$ cat config.mk
export PLATFORM = sky130hd
export DESIGN_NAME = stdp_array
export DESIGN_NICKNAME = d
export VERILOG_FILES = /design/src/rtl/stdp_array.sv
export SDC_FILE = /design/constraint.sdc
export NUM_CORES = 1
export LEC_CHECK = 0
export BUFFER_PORTS_ARGS = -buffer_cell sky130_fd_sc_hd__buf_4
export CAP_MARGIN = 15
export CELL_PAD_IN_SITES_DETAIL_PLACEMENT = 0
export CELL_PAD_IN_SITES_GLOBAL_PLACEMENT = 2
export CORE_AREA = 2 2 177 179
export CTS_CLUSTER_DIAMETER = 40
export DETAILED_ROUTE_END_ITERATION = 16
export DIE_AREA = 0 0 179 181
export GPL_ROUTABILITY_DRIVEN = 0
export PLACE_DENSITY = 0.9
export REMOVE_ABC_BUFFERS = 1
export SYNTH_ARGS = -nofsm -noshare
export SYNTH_HDL_FRONTEND = slang
export SYNTH_SLANG_ARGS = --single-unit
$ cat constraint.sdc
create_clock -name clk -period 12.75 [get_ports clk]
set_clock_uncertainty 0.05 [all_clocks]
set_input_delay 1.9125 -clock clk [delete_from_list [all_inputs] [get_ports clk]]
set_output_delay 1.9125 -clock clk [all_outputs]
set_load 0.02 [all_outputs]
$ cat src/rtl/stdp_array.sv
// Spike-timing-dependent plasticity array: N_PRE LIF input neurons feed one LIF
// output neuron through learned weights, with pair-based STDP updates.
module stdp_array #(
  parameter int N_PRE      = 4,
  parameter int W          = 8,
  parameter int TW         = 4,
  parameter int THRESH     = 200,
  parameter int LEAK_SHIFT = 2,
  parameter int A_PLUS     = 8,
  parameter int A_MINUS    = 8,
  parameter int W_INIT     = 64
) (
  input  logic                 clk,
  input  logic                 rst,
  input  logic                 en,
  input  logic                 learn_en,
  input  logic [N_PRE*W-1:0]   cur_in,
  input  logic [W-1:0]         teach_in,
  output logic [N_PRE-1:0]     pre_spike,
  output logic                 post_spike,
  output logic [W-1:0]         post_state,
  output logic [N_PRE*W-1:0]   weight_flat,
  output logic [N_PRE-1:0]     w_upd
);

  localparam int              NN     = N_PRE + 1;
  localparam int              POST   = N_PRE;
  localparam int              SW     = W + $clog2(NN) + 1;
  localparam logic [TW-1:0]   TMAX   = '1;
  localparam logic [W-1:0]    WMAX   = '1;
  localparam logic [W-1:0]    THR    = W'(THRESH);
  localparam logic [W-1:0]    W_RST  = W'(W_INIT);

  logic [NN-1:0][W-1:0]     v_q, v_d;
  logic [NN-1:0]            spike_q, spike_d;
  logic [NN-1:0][TW-1:0]    t_q, t_d;
  logic [N_PRE-1:0][W-1:0]  w_q, w_d;
  logic [N_PRE-1:0]         w_upd_q, w_upd_d;

  logic [NN-1:0][W-1:0]     i_cur;
  logic [SW-1:0]            sum_post;
  logic [W:0]               v_sum;
  logic [W-1:0]             v_sat;
  int                       delta;
  int                       w_new;

  // Input currents: external per channel, weighted registered pre-spikes for the post neuron.
  always_comb begin
    sum_post = SW'(teach_in);
    for (int i = 0; i < N_PRE; i++) begin
      i_cur[i] = cur_in[i*W +: W];
      if (spike_q[i]) sum_post = sum_post + SW'(w_q[i]);
    end
    i_cur[POST] = (sum_post > SW'(WMAX)) ? WMAX : sum_post[W-1:0];
  end

  // NOTE: every combinational output gets a default before any branch, so no latch is inferred.
  always_comb begin
    v_d     = v_q;
    spike_d = '0;
    t_d     = t_q;
    w_d     = w_q;
    w_upd_d = '0;
    v_sum   = '0;
    v_sat   = '0;
    delta   = 0;
    w_new   = 0;

    if (en) begin
      for (int n = 0; n < NN; n++) begin
        v_sum = {1'b0, v_q[n] - (v_q[n] >> LEAK_SHIFT)} + {1'b0, i_cur[n]};
        v_sat = v_sum[W] ? WMAX : v_sum[W-1:0];
        if (v_sat >= THR) begin
          spike_d[n] = 1'b1;
          v_d[n]     = '0;
        end else begin
          v_d[n]     = v_sat;
        end
        if (spike_q[n])         t_d[n] = '0;
        else if (t_q[n] != TMAX) t_d[n] = t_q[n] + 1'b1;
      end

      // Weight moves are derived from the current (pre-update) spikes and timers.
      if (learn_en) begin
        for (int i = 0; i < N_PRE; i++) begin
          if (spike_q[POST] && !spike_q[i] && t_q[i] != TMAX) begin
            delta = A_PLUS - int'(t_q[i]);
            if (delta < 0) delta = 0;
            w_new = int'(w_q[i]) + delta;
            if (w_new > int'(WMAX)) w_new = int'(WMAX);
            w_d[i] = W'(w_new);
          end else if (spike_q[i] && !spike_q[POST] && t_q[POST] != TMAX) begin
            delta = A_MINUS - int'(t_q[POST]);
            if (delta < 0) delta = 0;
            w_new = int'(w_q[i]) - delta;
            if (w_new < 0) w_new = 0;
            w_d[i] = W'(w_new);
          end
          w_upd_d[i] = (w_d[i] != w_q[i]);
        end
      end
    end
  end

  // NOTE: sequential state uses non-blocking assignments so all flops update from the same snapshot.
  always_ff @(posedge clk) begin
    if (rst) begin
      v_q     <= '0;
      spike_q <= '0;
      t_q     <= {NN{TMAX}};
      w_q     <= {N_PRE{W_RST}};
      w_upd_q <= '0;
    end else begin
      v_q     <= v_d;
      spike_q <= spike_d;
      t_q     <= t_d;
      w_q     <= w_d;
      w_upd_q <= w_upd_d;
    end
  end

  assign pre_spike   = spike_q[N_PRE-1:0];
  assign post_spike  = spike_q[POST];
  assign post_state  = v_q[POST];
  assign weight_flat = w_q;
  assign w_upd       = w_upd_q;

endmodule

Word level (Yosys, flattened, before mapping)
Index checks and enable logic that the tools add are counted.

word-level totals
  output and inout bits = 49
  bits of input ports = 44
  flip-flop bits (word level) = 101
  word-level logic and storage cells = 199

cells by class
  $add $sub $neg = 32
  magnitude comparators = 19
  mux-type cells = 87
  eq/ne operators = 9
  reductions and logical operators = 34
  bitwise operators = 2

operator list
  cell                                                                           number
  32-bit 2-to-1 mux                                                              33
  8-bit 2-to-1 mux                                                               35
  9-bit by 32-bit adder with 32-bit output                                       4
  32-bit by 9-bit > comparator with 1-bit output, second input constant          4
  32-bit by 1-bit less-than comparator with 1-bit output, second input constant  4
  9-bit by 32-bit subtractor with 32-bit output                                  4
  8-bit by 8-bit adder with 9-bit output                                         6
  8-bit greater-or-equal comparator, second input constant                       5
  4-bit 2-to-1 mux                                                               10
  8-bit by 6-bit subtractor with 8-bit output                                    5
  12-bit by 8-bit adder with 12-bit output                                       3
  12-bit 2-to-1 mux                                                              3
  8-bit inequality test                                                          4
  5-bit by 1-bit less-than comparator with 1-bit output, second input constant   5
  4-bit by 4-bit subtractor with 5-bit output, first input constant              5
  4-bit by 1-bit adder with 4-bit output, second input constant                  5
  4-bit inequality test, second input constant                                   5
  1-bit logical AND                                                              16
  12-bit by 8-bit > comparator with 1-bit output, second input constant          1
  2-bit AND reduction                                                            6
  2-bit nonzero test                                                             5
  9-bit 2-to-1 mux                                                               1
  1-bit logical NOT                                                              5
  1-bit 2-to-1 mux                                                               5
  3 further kinds                                                                4

Depth between registers and ports, before layout
  depth after elaboration = 15
  mapped depth = 36
  depth with buffers taken out = 36

Worst setup path after synthesis
No wires, ideal clock.

  kind = input -> register
  from = input teach_in[0]
  to = register v_q, in the netlist post_state[0]
  required time = 12.562 ns
  buffers on the path = 0
  setup time = 0.138 ns
  cell stages on the path = 35
  path slack = 3.830 ns
  arrival time = 8.732 ns
  cell sequence = ha_1 fa_1 a211oi_1 o21ai_0 o2bb2ai_1 ha_1 o21a_1 o31a_1 o21a_1 nor2_1 xnor2_1 mux2_2 ha_1 o21ai_0 a21oi_1 and3_1 o21ai_0 o31ai_1 inv_1 ha_1 nor4b_2 o221ai_2 a2111oi_0 a31oi_1 o211ai_2 nand3_1 ha_1 fa_1 a21oi_1 o21ai_0 a21oi_1 xnor2_1 o31ai_1 a211oi_2 o32ai_1

between the ends
  longest elaborated chain between the ends = 14

RTL lines
  element                                         RTL line  source
  start: declaration                              18        input logic [W-1:0] teach_in,
  8-bit by 8-bit adder with 9-bit output          52        if (spike_q[i]) sum_post = sum_post + SW'(w_q[i]);
  9-bit 2-to-1 mux (*)                            52
  12-bit by 8-bit adder with 12-bit output        52
  12-bit 2-to-1 mux (*)                           52
  12-bit by 8-bit adder with 12-bit output        52
  12-bit 2-to-1 mux (*)                           52
  12-bit by 8-bit adder with 12-bit output        52
  12-bit 2-to-1 mux (*)                           52
  12-bit by 8-bit > comparator with 1-bit output  54        i_cur[POST] = (sum_post > SW'(WMAX)) ? WMAX : sum_post[W-1:0];
  8-bit 2-to-1 mux (*)                            54
  8-bit by 8-bit adder with 9-bit output (*)      71        v_sum = {1'b0, v_q[n] - (v_q[n] >> LEAK_SHIFT)} + {1'b0, i_cur[n]};
  8-bit 2-to-1 mux (*)                            72        v_sat = v_sum[W] ? WMAX : v_sum[W-1:0];
  8-bit greater-or-equal comparator               73        if (v_sat >= THR) begin
  8-bit 2-to-1 mux (*)                            73
  end signal: assignment                          114       v_q <= v_d;
  end: declaration                                34        logic [NN-1:0][W-1:0] v_q, v_d;

Every way passes the cells marked *; elsewhere a longest branch is shown, timed or not.
A chain may end at the register's enable or synchronous reset.

Worst setup path in the final report
  from = input teach_in[0]
  to = register v_q, in the netlist post_state[4]

The elaborated chain is that of the path after synthesis.

==> results.toml <==
[sta]
slew_headroom_pct = 27.23
grt_setup_unrepaired = "false"
drv_slew = 0
tightest_slew_ns = 1.088
setup_ws_ns = 3.112
hold_violations = 0
clock.fmax_mhz = 103.8
min_period_ns = 9.638
finalSetupTns_ns = 0
setup_viol = 0
timing.final.crit_share_pct = 75.59

[yosys]
synth-seq-cells = 101
synth_flop_cell = "dfxtp_1"
synth_edf_count = 0
netlist_instances = 1566
synth.cell_area_mm2 = 0.01206
yosys_warnings = 0
syn_area_per_cell_um2 = 7.699
async_flop_share_pct = 0
ys_seq_area_share_pct = 16.77
yosysUniqueCellTypes = 92

[clocking]
hold_buffers = 0
clock-sinks = 101
clk_path_buf_depth = 2
numCtsBuffers = 9
clkLatencyLatePin_ns = 0.38
ctsResizeCount = 0
cts-root-buf = "clkbuf_16"
post_cts_buffers = 0
h-tree-depth = 3
cts.clk_slew.worst_paths_ns = 0.08
cts_tree = "done"

[final_layout]
fin_nets = 1824
final_design_area_no_fill_mm2 = 0.01329
post-route-util_pct = 43.80
antenna_cells = 0
fin_cells = 2015
syn_to_final_growth_pct = 10.25
drive_above_1_share_pct = 10.75

[grt]
antenna_found_initial = 1
grt-ovfl-total = 0
grt_pass1_wl_mm = 57.10
grt_pass1_vias = 11230
grt_max_degree = 32
grt_use_total_pct = 21.58

[power]
p_clk_share_pct = 8.7
p_per_area_mw_per_mm2 = 253.7
switching_share_pct = 53.37
ir_worst_vdd_mv = 0.2796
power.internal_mw = 1.573
power_leakage_nw = 5.533
pwr-share-seq_pct = 14.3
pwr-share-comb_pct = 77.1
switching_power_mw = 1.800

[worst_hold_path]
min_from = "v_q[8]$_SDFFE_PP0P_"
worstHoldPathType = "flop to flop"
whs_endpoint = "v_q[8]$_SDFFE_PP0P_"
worstHoldPathCells = 2

[die]
die_w_um = 179
die_area_mm2 = 0.03240
start_util_pct = 39.73
core_region_area_mm2 = 0.03035
die_y_um = 181
num_rows = 64
io_pins = 93

[drt]
first_iter_violations = 622
detail-route-antenna-nets = 0
wirelength_mm = 34.16
wire_per_inst_um = 16.95
vias = 11560
drc = 0
drt-pass1-iter-count = 5
vias_per_cell = 5.738

[setup_path]
timing.rr.end = "post_state[4]$_SDFFE_PP0P_"
slowest_delay_ns = 0.58
slowest_stage = "a211oi_2"
reg2reg_depth = 35
cp-end-kind = "flop"
crit_path_frequent_cell = "ha_1"
reg2reg_slack_ns = 4.29
criticalPathCategory = "input port to flop"
r2r-start = "weight_flat[0]$_SDFFE_PP0P_"
arrival_ns = 9.81
cp-start-kind = "input port"
crit_required_ns = 12.92
crit_fanout = 8

[status]
status = "finished, final reports clean"

[placed_design]
hpwl_mm = 26.41
dp_cells = 1999
placed_cell_area_mm2 = 0.01300
preCtsSetupSlack_ns = 2.760
buffer_ports.inserted = 92

[flow_run]
maxCapViolations = 0
==> registers in the layout, indices dropped and copies added (netlist names) <==
register and cells:
t_q 20, w_upd 4, post_state 8, v_q 32
weight_flat 32, spike_q 5
==> cell usage after synthesis (7+ instances only) <==
library cell,number,area [um2]
o2111ai_1,7,61.31
xor2_1,31,271.5
o211ai_1,24,180.2
o21bai_1,24,180.2
or3_1,10,62.56
nor2_1,120,450.4
nor2b_1,14,87.58
mux2i_1,8,80.08
a211oi_2,8,100.1
o21ai_0,99,495.5
o32ai_1,32,280.3
nor4_1,12,75.07
o21ai_1,16,80.08
o31a_1,8,70.07
a211oi_1,29,217.7
inv_1,128,480.5
fa_1,22,440.4
nand4_1,7,43.79
mux2_2,11,123.9
nand2_1,105,394.1
a31oi_1,15,93.84
a21o_1,29,217.7
a21oi_1,132,660.6
or2_2,7,43.79
ha_1,144,1802
o31ai_1,16,120.1
buf_4,10,75.07
nand3_1,40,200.2
o311ai_0,9,78.83
buf_2,13,65.06
dfxtp_1,101,2022
clkbuf_1,36,135.1
xnor2_1,50,437.9
nand2b_1,8,50.05
and2_1,23,143.9
nor3_1,49,245.2
o21a_1,32,240.2
and3_1,11,68.82
==> layer usage <==
| metal | GRT usage [%] | share of wire, % |
|---|---|---|
| met1 | 29.00 | 48 |
| met2 | 36.18 | 47 |
| met3 | 2.967 | 3.6 |
| met4 | 5.366 | 1.7 |
| met5 | 0 | 0.038 |
==> power groups by stage <==
| stage | clock network (mW) | registers [mW] | logic (mW) |
|---|---|---|---|
| 2_1_floorplan | 0 | 0.493 | 2.01 |
| 3_3_place_gp | 0 | 0.486 | 2.55 |
| 3_5_place_dp | 0 | 0.488 | 2.58 |
| 4_1_cts | 0.299 | 0.481 | 2.60 |
| 5_1_grt | 0.310 | 0.496 | 2.96 |
| 6_report | 0.292 | 0.481 | 2.60 |
==> how the worst max path moves through the flow <==
stage	startpoint	to	slack (ns)
global route	teach_in[0]	post_state[3]$_SDFFE_PP0P_	2.34
floorplan	teach_in[0]	post_state[0]$_SDFFE_PP0P_	3.76
global placement	teach_in[0]	post_state[5]$_SDFFE_PP0P_	3.00
finish	teach_in[0]	post_state[4]$_SDFFE_PP0P_	3.11
detailed placement	teach_in[0]	post_state[5]$_SDFFE_PP0P_	2.76
CTS	teach_in[0]	post_state[0]$_SDFFE_PP0P_	3.14
==> cells in the final DEF, fill, tap and decap left out, types with 29 or more instances in the layout <==
cell type / count
o21ai_0: 99
nor2_1: 120
o32ai_1: 32
dfxtp_1: 101
xor2_1: 31
a211oi_1: 29
a21oi_1: 132
nand3_1: 40
ha_1: 144
nor3_1: 49
nand2_1: 105
a21o_1: 29
xnor2_1: 50
o21a_1: 32
inv_1: 128
buf_4: 101
==> cell type report <==
cell class                 count  area (um2)
inverter                     129       486.7
fill                        3110       17060
sequential                   101        2022
multi-input combinational   1272        9238
clock inverter                 7       67.56
tap                          396       495.5
clock buffer                   9       225.2
timing repair buffer         101       758.2
==> cells by family (layout without fill, tap and decap cells) <==
| logic type | after synthesis | count (layout) | synth area share, % |
|---|---|---|---|
| AND/OR/NAND/NOR | 443 | 443 | 18.25 |
| XOR/XNOR | 81 | 81 | 5.884 |
| AO/OA/AOI/OAI | 563 | 563 | 32.19 |
| flip-flops | 101 | 101 | 16.77 |
| multiplexers | 19 | 19 | 1.692 |
| adder cells (fa/ha/maj) | 166 | 166 | 18.60 |
| buffers and inverters | 193 | 246 | 6.611 |
==> worst max-delay path: cells and delay by family <==
kind	cells	cell delay, ns
xor+xnor	2	0.29
buf+inv	2	0.20
simple gates	4	0.69
fa+ha+maj	7	2.26
mux	1	0.29
compound gates	20	4.19
==> metrics by stage <==
| stage | total power, mW | hold WS [ns] |
|---|---|---|
| finish | 3.372 | 0.4209 |
| global placement | 3.041 | 0.4063 |
| floorplan | 2.500 | 0.3919 |
| global route | 3.763 | 0.4579 |
| detailed placement | 3.070 | 0.4093 |
| CTS | 3.382 | 0.4282 |
No activity file was read; power rests on OpenSTA's default activity.
